## src/rtl/tfe_pkg.sv

```systemverilog
// Shared types and hash helper for the TFE hash stream producer.
package tfe_pkg;

    localparam logic [15:0] HASH_MULT = 16'h9E37;

    typedef enum logic [1:0] {
        IDLE,
        SEND,
        GAP
    } state_t;

    typedef struct packed {
        logic        last;
        logic [15:0] hash;
    } hash_entry_t;

    function automatic logic [15:0] tfe_hash(input logic [15:0] s1);
        logic [15:0] p;
        p = s1 * HASH_MULT;
        return p ^ (p >> 8);
    endfunction

endpackage

```

## src/rtl/tfe_hash_fifo.sv

```systemverilog
// Synchronous FIFO with occupancy count; read data is the current head entry.
module tfe_hash_fifo #(
    parameter int W     = 17,
    parameter int DEPTH = 8
) (
    input  logic                     clk,
    input  logic                     rst,
    input  logic                     wr_en,
    input  logic [W-1:0]             wr_data,
    input  logic                     rd_en,
    output logic [W-1:0]             rd_data,
    output logic [$clog2(DEPTH):0]   count
);

    localparam int AW = $clog2(DEPTH);
    localparam int CW = AW + 1;

    logic [W-1:0]  mem [DEPTH];
    logic [AW-1:0] wr_ptr;
    logic [AW-1:0] rd_ptr;

    always_ff @(posedge clk) begin
        if (wr_en) begin
            mem[wr_ptr] <= wr_data;
        end
    end

    always_ff @(posedge clk or posedge rst) begin
        if (rst) begin
            wr_ptr <= '0;
            rd_ptr <= '0;
            count  <= '0;
        end else begin
            if (wr_en) begin
                wr_ptr <= wr_ptr + AW'(1);
            end
            if (rd_en) begin
                rd_ptr <= rd_ptr + AW'(1);
            end
            count <= count + CW'(wr_en) - CW'(rd_en);
        end
    end

    assign rd_data = mem[rd_ptr];

`ifndef SYNTHESIS
    a_no_overflow: assert property (@(posedge clk) disable iff (rst)
        !(wr_en && !rd_en && count == CW'(DEPTH)));
    a_no_underflow: assert property (@(posedge clk) disable iff (rst)
        !(rd_en && count == '0));
`endif

endmodule

```

## src/rtl/tfe_hash_gen.sv

```systemverilog
// TFE hash producer: hashes key words, buffers them and emits paced groups.
//   state | meaning
//   IDLE  | waiting for the first entry of a group
//   SEND  | popping one entry per cycle until the group's last entry
//   GAP   | forced idle for GAP_CYC cycles after a group
module tfe_hash_gen
    import tfe_pkg::*;
#(
    parameter int KEY_W      = 32,
    parameter int HASH_W     = 16,
    parameter int FIFO_DEPTH = 8,
    parameter int GAP_CYC    = 4
) (
    input  logic              clk,
    input  logic              rst,
    input  logic [KEY_W-1:0]  i_key,
    input  logic              i_key_valid,
    input  logic              i_key_last,
    output logic              o_key_ready,
    input  logic              i_out_stall,
    output logic [HASH_W-1:0] o_hash,
    output logic              o_hash_valid,
    output logic              o_hash_last,
    output logic              o_group_done,
    output logic [15:0]       o_group_cnt
);

    localparam int CW = $clog2(FIFO_DEPTH) + 1;
    localparam int GW = $clog2(GAP_CYC) + 1;

    logic        accept;
    logic        s1_valid;
    logic        s1_last;
    logic [15:0] s1_val;

    hash_entry_t        wr_entry;
    hash_entry_t        rd_entry;
    logic [HASH_W:0]    rd_raw;
    logic [CW-1:0]      fifo_count;
    logic [CW-1:0]      count_next;

    state_t        state, state_next;
    logic [GW-1:0] gap_cnt, gap_next;
    logic          pop;

    assign accept = i_key_valid && o_key_ready;

    always_ff @(posedge clk or posedge rst) begin
        if (rst) begin
            s1_valid <= 1'b0;
            s1_last  <= 1'b0;
            s1_val   <= '0;
        end else begin
            s1_valid <= accept;
            if (accept) begin
                s1_val  <= i_key[31:16] ^ i_key[15:0];
                s1_last <= i_key_last;
            end
        end
    end

    // The second pipeline register is the FIFO entry itself, so a hash is
    // poppable the cycle after it is written.
    assign wr_entry.last = s1_last;
    assign wr_entry.hash = tfe_hash(s1_val);

    tfe_hash_fifo #(
        .W     (HASH_W + 1),
        .DEPTH (FIFO_DEPTH)
    ) u_fifo (
        .clk     (clk),
        .rst     (rst),
        .wr_en   (s1_valid),
        .wr_data (wr_entry),
        .rd_en   (pop),
        .rd_data (rd_raw),
        .count   (fifo_count)
    );

    assign rd_entry = hash_entry_t'(rd_raw);

    always_ff @(posedge clk or posedge rst) begin
        if (rst) begin
            state   <= IDLE;
            gap_cnt <= '0;
        end else begin
            state   <= state_next;
            gap_cnt <= gap_next;
        end
    end

    always_comb begin
        state_next = state;
        gap_next   = gap_cnt;
        pop        = 1'b0;
        case (state)
            IDLE, SEND: begin
                if (fifo_count != '0 && !i_out_stall) begin
                    pop = 1'b1;
                    if (rd_entry.last) begin
                        state_next = GAP;
                        gap_next   = GW'(GAP_CYC - 1);
                    end else begin
                        state_next = SEND;
                    end
                end
            end
            GAP: begin
                if (gap_cnt == '0) begin
                    state_next = IDLE;
                end else begin
                    gap_next = gap_cnt - GW'(1);
                end
            end
            default: state_next = IDLE;
        endcase
    end

    // Credit counts the entry in S1 plus the FIFO, looking one cycle ahead.
    assign count_next = fifo_count + CW'(s1_valid) - CW'(pop);

    always_ff @(posedge clk or posedge rst) begin
        if (rst) begin
            o_key_ready  <= 1'b0;
            o_hash       <= '0;
            o_hash_valid <= 1'b0;
            o_hash_last  <= 1'b0;
            o_group_done <= 1'b0;
            o_group_cnt  <= '0;
        end else begin
            o_key_ready  <= ({1'b0, count_next} + (CW+1)'(accept)) < (CW+1)'(FIFO_DEPTH);
            o_hash_valid <= pop;
            o_hash_last  <= pop && rd_entry.last;
            o_group_done <= o_hash_last;
            if (pop) begin
                o_hash <= rd_entry.hash;
                if (state == IDLE) begin
                    o_group_cnt <= 16'd1;
                end else if (o_group_cnt != 16'hFFFF) begin
                    o_group_cnt <= o_group_cnt + 16'd1;
                end
            end
        end
    end

`ifndef SYNTHESIS
    a_last_has_valid: assert property (@(posedge clk) disable iff (rst)
        o_hash_last |-> o_hash_valid);
`endif

endmodule
```

## config.mk

```make
export PLATFORM = sky130hd
export DESIGN_NAME = tfe_hash_gen
export DESIGN_NICKNAME = d
export VERILOG_FILES = /design/src/rtl/tfe_pkg.sv /design/src/rtl/tfe_hash_fifo.sv /design/src/rtl/tfe_hash_gen.sv
export SDC_FILE = /design/constraint.sdc
export NUM_CORES = 1
export LEC_CHECK = 0
export BUFFER_PORTS_ARGS = -buffer_cell sky130_fd_sc_hd__buf_2
export CAP_MARGIN = 20
export CORE_MARGIN = 3
export CORE_UTILIZATION = 30
export CTS_BUF_LIST = sky130_fd_sc_hd__clkbuf_4
export DETAILED_ROUTE_END_ITERATION = 6
export GPL_TIMING_DRIVEN = 0
export PLACE_DENSITY_LB_ADDON = 0.05
export REMOVE_ABC_BUFFERS = 1
export SYNTH_ARGS = -nofsm -noshare
export SYNTH_HDL_FRONTEND = slang
export SYNTH_SLANG_ARGS = --single-unit
```

## constraint.sdc

```tcl
create_clock -name clk -period 11.1 [get_ports clk]
set_input_delay 3.33 -clock clk [delete_from_list [all_inputs] [get_ports clk]]
set_output_delay 3.33 -clock clk [all_outputs]
set_load 0.005 [all_outputs]
```

After elaboration in Yosys (flattened, before gate mapping) --
Memory sizes are Yosys's and may differ from the RTL's. Cells that the tools add are included.
Operators by class: magnitude comparators 1, $mul 1, bitwise operators 2, equal/unequal tests 7, mux-type cells 14, reductions and logical operators 13, add/sub/neg operators 7
Operator list (count):
- $mux W16 | 2
- $add A16 B1 Y16 const B | 1
- $mul A16 B16 Y16 const B | 1
- $ne A16 B16 Y1 const B | 1
- $xor A16 B16 Y16 | 1
- $xor A16 B8 Y16 | 1
- $mux W3 | 3
- $ne A2 B2 Y1 const B | 4
- $add A3 B1 Y3 const B | 2
- $mux W2 | 3
- $pmux W3 S2 | 1
- $add A4 B1 Y5 | 1
- $lt A5 B4 Y1 const B | 1
- $add A4 B1 Y4 | 1
- $mux W1 | 4
- $pmux W2 S2 | 1
- $reduce_and A2 Y1 | 2
- $reduce_and A4 Y1 | 1
- $reduce_bool A2 Y1 | 2
- $reduce_bool A4 Y1 | 1
- $sub A4 B1 Y4 | 1
- $logic_and A1 B1 Y1 | 3
- $logic_not A3 Y1 | 1
- $sub A3 B1 Y3 const B | 1
- other kinds (5) | 5
Word-level totals: output and inout port bits 36, word-level logic and storage cells 60, bits in registers 69, input port bits 37, memory bits (writable) 136, memories kept 1
Memory list:
- u_fifo.mem | depth 8, bits a word 17, rd ports 1, clocked after memory_dff 0, wr ports 1, line tfe_hash_fifo.sv:18 | logic [W-1:0] mem [DEPTH];

Longest topological paths before layout --
depth in word-level cells 7, gate-level depth with buffers 18, depth with buffers taken out 18

Hierarchy --
A second synthesis with hierarchy kept.
Unflattened totals: cells, all modules 806, area total of the unflattened synthesis 11048.1 um^2
Modules (own cells, without submodules):
- tfe_hash_fifo | cells each 248, times used 1, area each 5739.3 um^2, sequential area each 4334.2 um^2
- tfe_hash_gen | cells each 558, times used 1, area each 5308.8 um^2, sequential area each 1476.4 um^2

Worst setup path before layout --
OpenSTA, ideal clock, no wires.
path kind register to register, from reg s1_val[9], to mem u_fifo.mem[0][7], data pin, path slack 5.971 ns, required time 10.877 ns, period minus slack after synthesis 5.129 ns, setup time 0.223 ns, data arrival time 4.906 ns, stages on the path, launching flop included 16, buffers on the path 0, cells stage by stage dfrtp_1 > ha_1 > fa_1 > inv_1 > fa_1 > inv_1 > fa_1 > inv_1 > fa_1 > fa_1 > xor2_1 > xnor2_1 > xnor3_1 > xnor2_1 > xnor2_1 > xor2_1
Between the ends: cells in the longest elaborated chain, start to end 2
Ends and longest elaborated chain:
- start: declaration | line tfe_hash_gen.sv:34 | logic [15:0] s1_val;
- start signal: assignment | line tfe_hash_gen.sv:56 | s1_val <= i_key[31:16] ^ i_key[15:0];
- $mul A16 B16 Y16 | line tfe_pkg.sv:19 | p = s1 * HASH_MULT;
- $xor A16 B8 Y16 | line tfe_pkg.sv:20 | return p ^ (p >> 8);
- named net u_fifo.wr_data[7] | line tfe_hash_fifo.sv:9 | input logic [W-1:0] wr_data,
- end: declaration | line tfe_hash_fifo.sv:18
The timed path passes the listed nets, and every way through them passes these cells.

Worst setup path in the final report --
from reg s1_val[9], to mem u_fifo.mem[4][7], data pin
Same word-level chain as after synthesis.

==> out/metrics.yaml <==
path_depth: 15
rr_worst_depth: 15
synthDistinctLibCells: 50
area_delta_synth_final_pct: 18.08
grt_usage_pct: 13.39
place_hpwl_um: 17340
io_pins: 73
root_buffer: "clkbuf_4"
grt_setup_unrepaired: "false"
slew_headroom_pct: 38.57
setup_viol: 0
h-tree-depth: 2
cts_inserted_buffers: 58
synth_top_area_share_pct: 38.42
path_cells: "ha_1 > fa_1 > inv_1 > fa_1 > inv_1 > fa_1 > inv_1 > fa_1 > fa_1 > xor2_1 > xnor2_1 > xnor3_1 > xnor2_1 > xnor2_1 > xor2_1"
insertion_delay_ns: 0.71
ys_ff_latch: 205
finalHoldViolCount: 0
gr-total-overflow: 0
ys_warn_count: 0
layout.nets: 1033
clock.fmax_mhz: 168.7
cts.hold.buffers_added: 0
clk_path_buf_depth: 3
cp.required_ns: 11.52
dieWidth_um: 194.2
die_area_mm2: 0.03773
gp_congestion: 0.7899
whs_ns: 0.3721
crit_top_cell: "fa_1"
drtPass1Iterations: 4
ant_nets: 0
core_area_mm2: 0.03471
post-place-ws_ns: 4.973
outcome: "finished, final reports clean"
start_util_pct: 30.62
io_buffers: 72
grt_max_degree: 44
synth_flop_cell: "edfxtp_1"
die_h_um: 194.2
drt-total-wl_um: 24320
final_util_pct: 36.16
synthArstFlopShare_pct: 33.66
syn_avg_cell_area_um2: 13.99
hold_class: "register to register"
drc: 0
num_rows: 68
synth_area_leader_cell: "edfxtp_1"
skew_ns: 0.02171
cts.clk_slew.worst_paths_ns: 0.06
startpoint_type: "register"
layout_min_cycle_time_ns: 5.929
synth.most_common_cell: "edfxtp_1"
cp-end-kind: "register"
cts.sink_count: 205
worst_pin_slew_ns: 0.9149
crit_path_top_delay_cell: "xnor2_1"
cts_resized: 0
via_per_inst: 4.516
ys_top_cells_by_count: "edfxtp_1, inv_1, dfrtp_1"
seq_area_frac_synth_pct: 54.66
vias: 6264
cp.buffers_inverters: 3
cts_tree: "yes"
worstPathArrival_ns: 6.35
synth_area_leaders: "edfxtp_1, dfrtp_1, fa_1, ha_1, mux4_2"
setup_tns_ns: 0
grt_pass1_wl_um: 39320
antenna_found_initial: 2
synth_edf_count: 136
wl_per_cell_um: 17.53
finalCritPeriodShare_pct: 53.41
maxCapViolCount: 0
critPathMaxStageDelay_ns: 0.70
critPathTopFamily: "adder cells"
path_class: "register to register"
slew_violations: 0
syn_inst: 760
drtIter0Drc: 277
whs_path_depth: 0
post_cts_buffers: 0
drive_above_1_share_pct: 25.13
grt_pass1_vias: 6985
syn_area_mm2: 0.01063
worstPathMaxFanout: 9
worst_slack_ns: 5.171
final timing paths:
check	start	endpoint	slack, ns
hold / removal	o_hash_last	o_group_done	0.37
hold reg to reg	o_hash_last	o_group_done	0.37
min in group asynchronous	rst	s1_val[0]	2.64
setup / recovery	s1_val[9]	u_fifo.mem[4][7]	5.17
max in group asynchronous	rst	u_fifo.rd_ptr[0]	7.86
setup reg to reg	s1_val[9]	u_fifo.mem[4][7]	5.17
per-stage QoR:
stage | area, µm² | instances
2_1_floorplan | 10530 | 738
3_3_place_gp | 11460 | 1265
3_5_place_dp | 11800 | 1281
4_1_cts | 12550 | 1386
5_1_grt | 12550 | 1387
6_report | 12550 | 1387
state kept, by name (all words and copies together) (netlist names):
name           count
u_fifo.wr_ptr      3
o_hash_valid       1
u_fifo.count       4
o_key_ready        1
o_hash            16
gap_cnt            3
o_hash_last        1
u_fifo.mem       136
state              2
o_group_done       1
s1_valid           1
u_fifo.rd_ptr      3
s1_val            16
o_group_cnt       16
s1_last            1
final cells by class:
type | instances | area (µm²)
inverter | 102 | 385.4
clock buffer | 85 | 638.1
multi-input combinational | 431 | 4372
clock inverter | 20 | 115.1
timing repair buffer | 88 | 654.4
tap | 455 | 569.3
fill | 3416 | 22160
sequential | 205 | 5816
antenna | 1 | 2.502
worst register-to-register path: cells and delay by family, from the launching register on:
family / cells / cell delay, ns
flip-flops: 1 / 0.44
buffers and inverters: 3 / 0.18
XOR/XNOR: 6 / 2.16
adder cells (fa/ha/maj): 6 / 2.87
logic make-up after synthesis:
| kind of cell | Yosys count | share of synthesized area (%) |
|---|---|---|
| AO/OA/AOI/OAI | 78 | 4.273 |
| XOR/XNOR | 69 | 5.814 |
| adder cells (fa/ha/maj) | 110 | 16.05 |
| buffers and inverters | 124 | 4.520 |
| flip-flops | 205 | 54.66 |
| multiplexers | 55 | 9.216 |
| AND/OR/NAND/NOR | 119 | 5.462 |
metal layers:
layer | share of wire [%] | global-route usage [%]
met1 | 44 | 16.95
met2 | 50 | 22.67
met3 | 4.5 | 3.180
met4 | 2.2 | 4.415
met5 | 0.053 | 0
cells in the final DEF, fill, tap and decap left out, types with 4 or more instances in the layout:
cell      synthesis  final
edfxtp_1        136    136
inv_1           101    100
clkbuf_4          0     85
buf_2             9     72
dfrtp_1          69     67
ha_1             66     66
fa_1             44     44
nand2_1          41     41
xnor2_1          41     41
mux4_2           34     34
nor2_1           38     32
o21ai_0          31     31
xor2_1           27     27
a21oi_1          25     25
mux2i_1          18     18
clkinv_1          0     15
nor2_2            2      8
nor3_1            8      6
buf_16            0      6
nand2b_1          5      5
nand3_1           4      4
and3_1            4      4
or3_1             5      4
a21o_1            4      4
buf_8             0      4
Power is not shown: default switching activity piles up to over one toggle a cycle in this logic, so the estimate is an artifact.
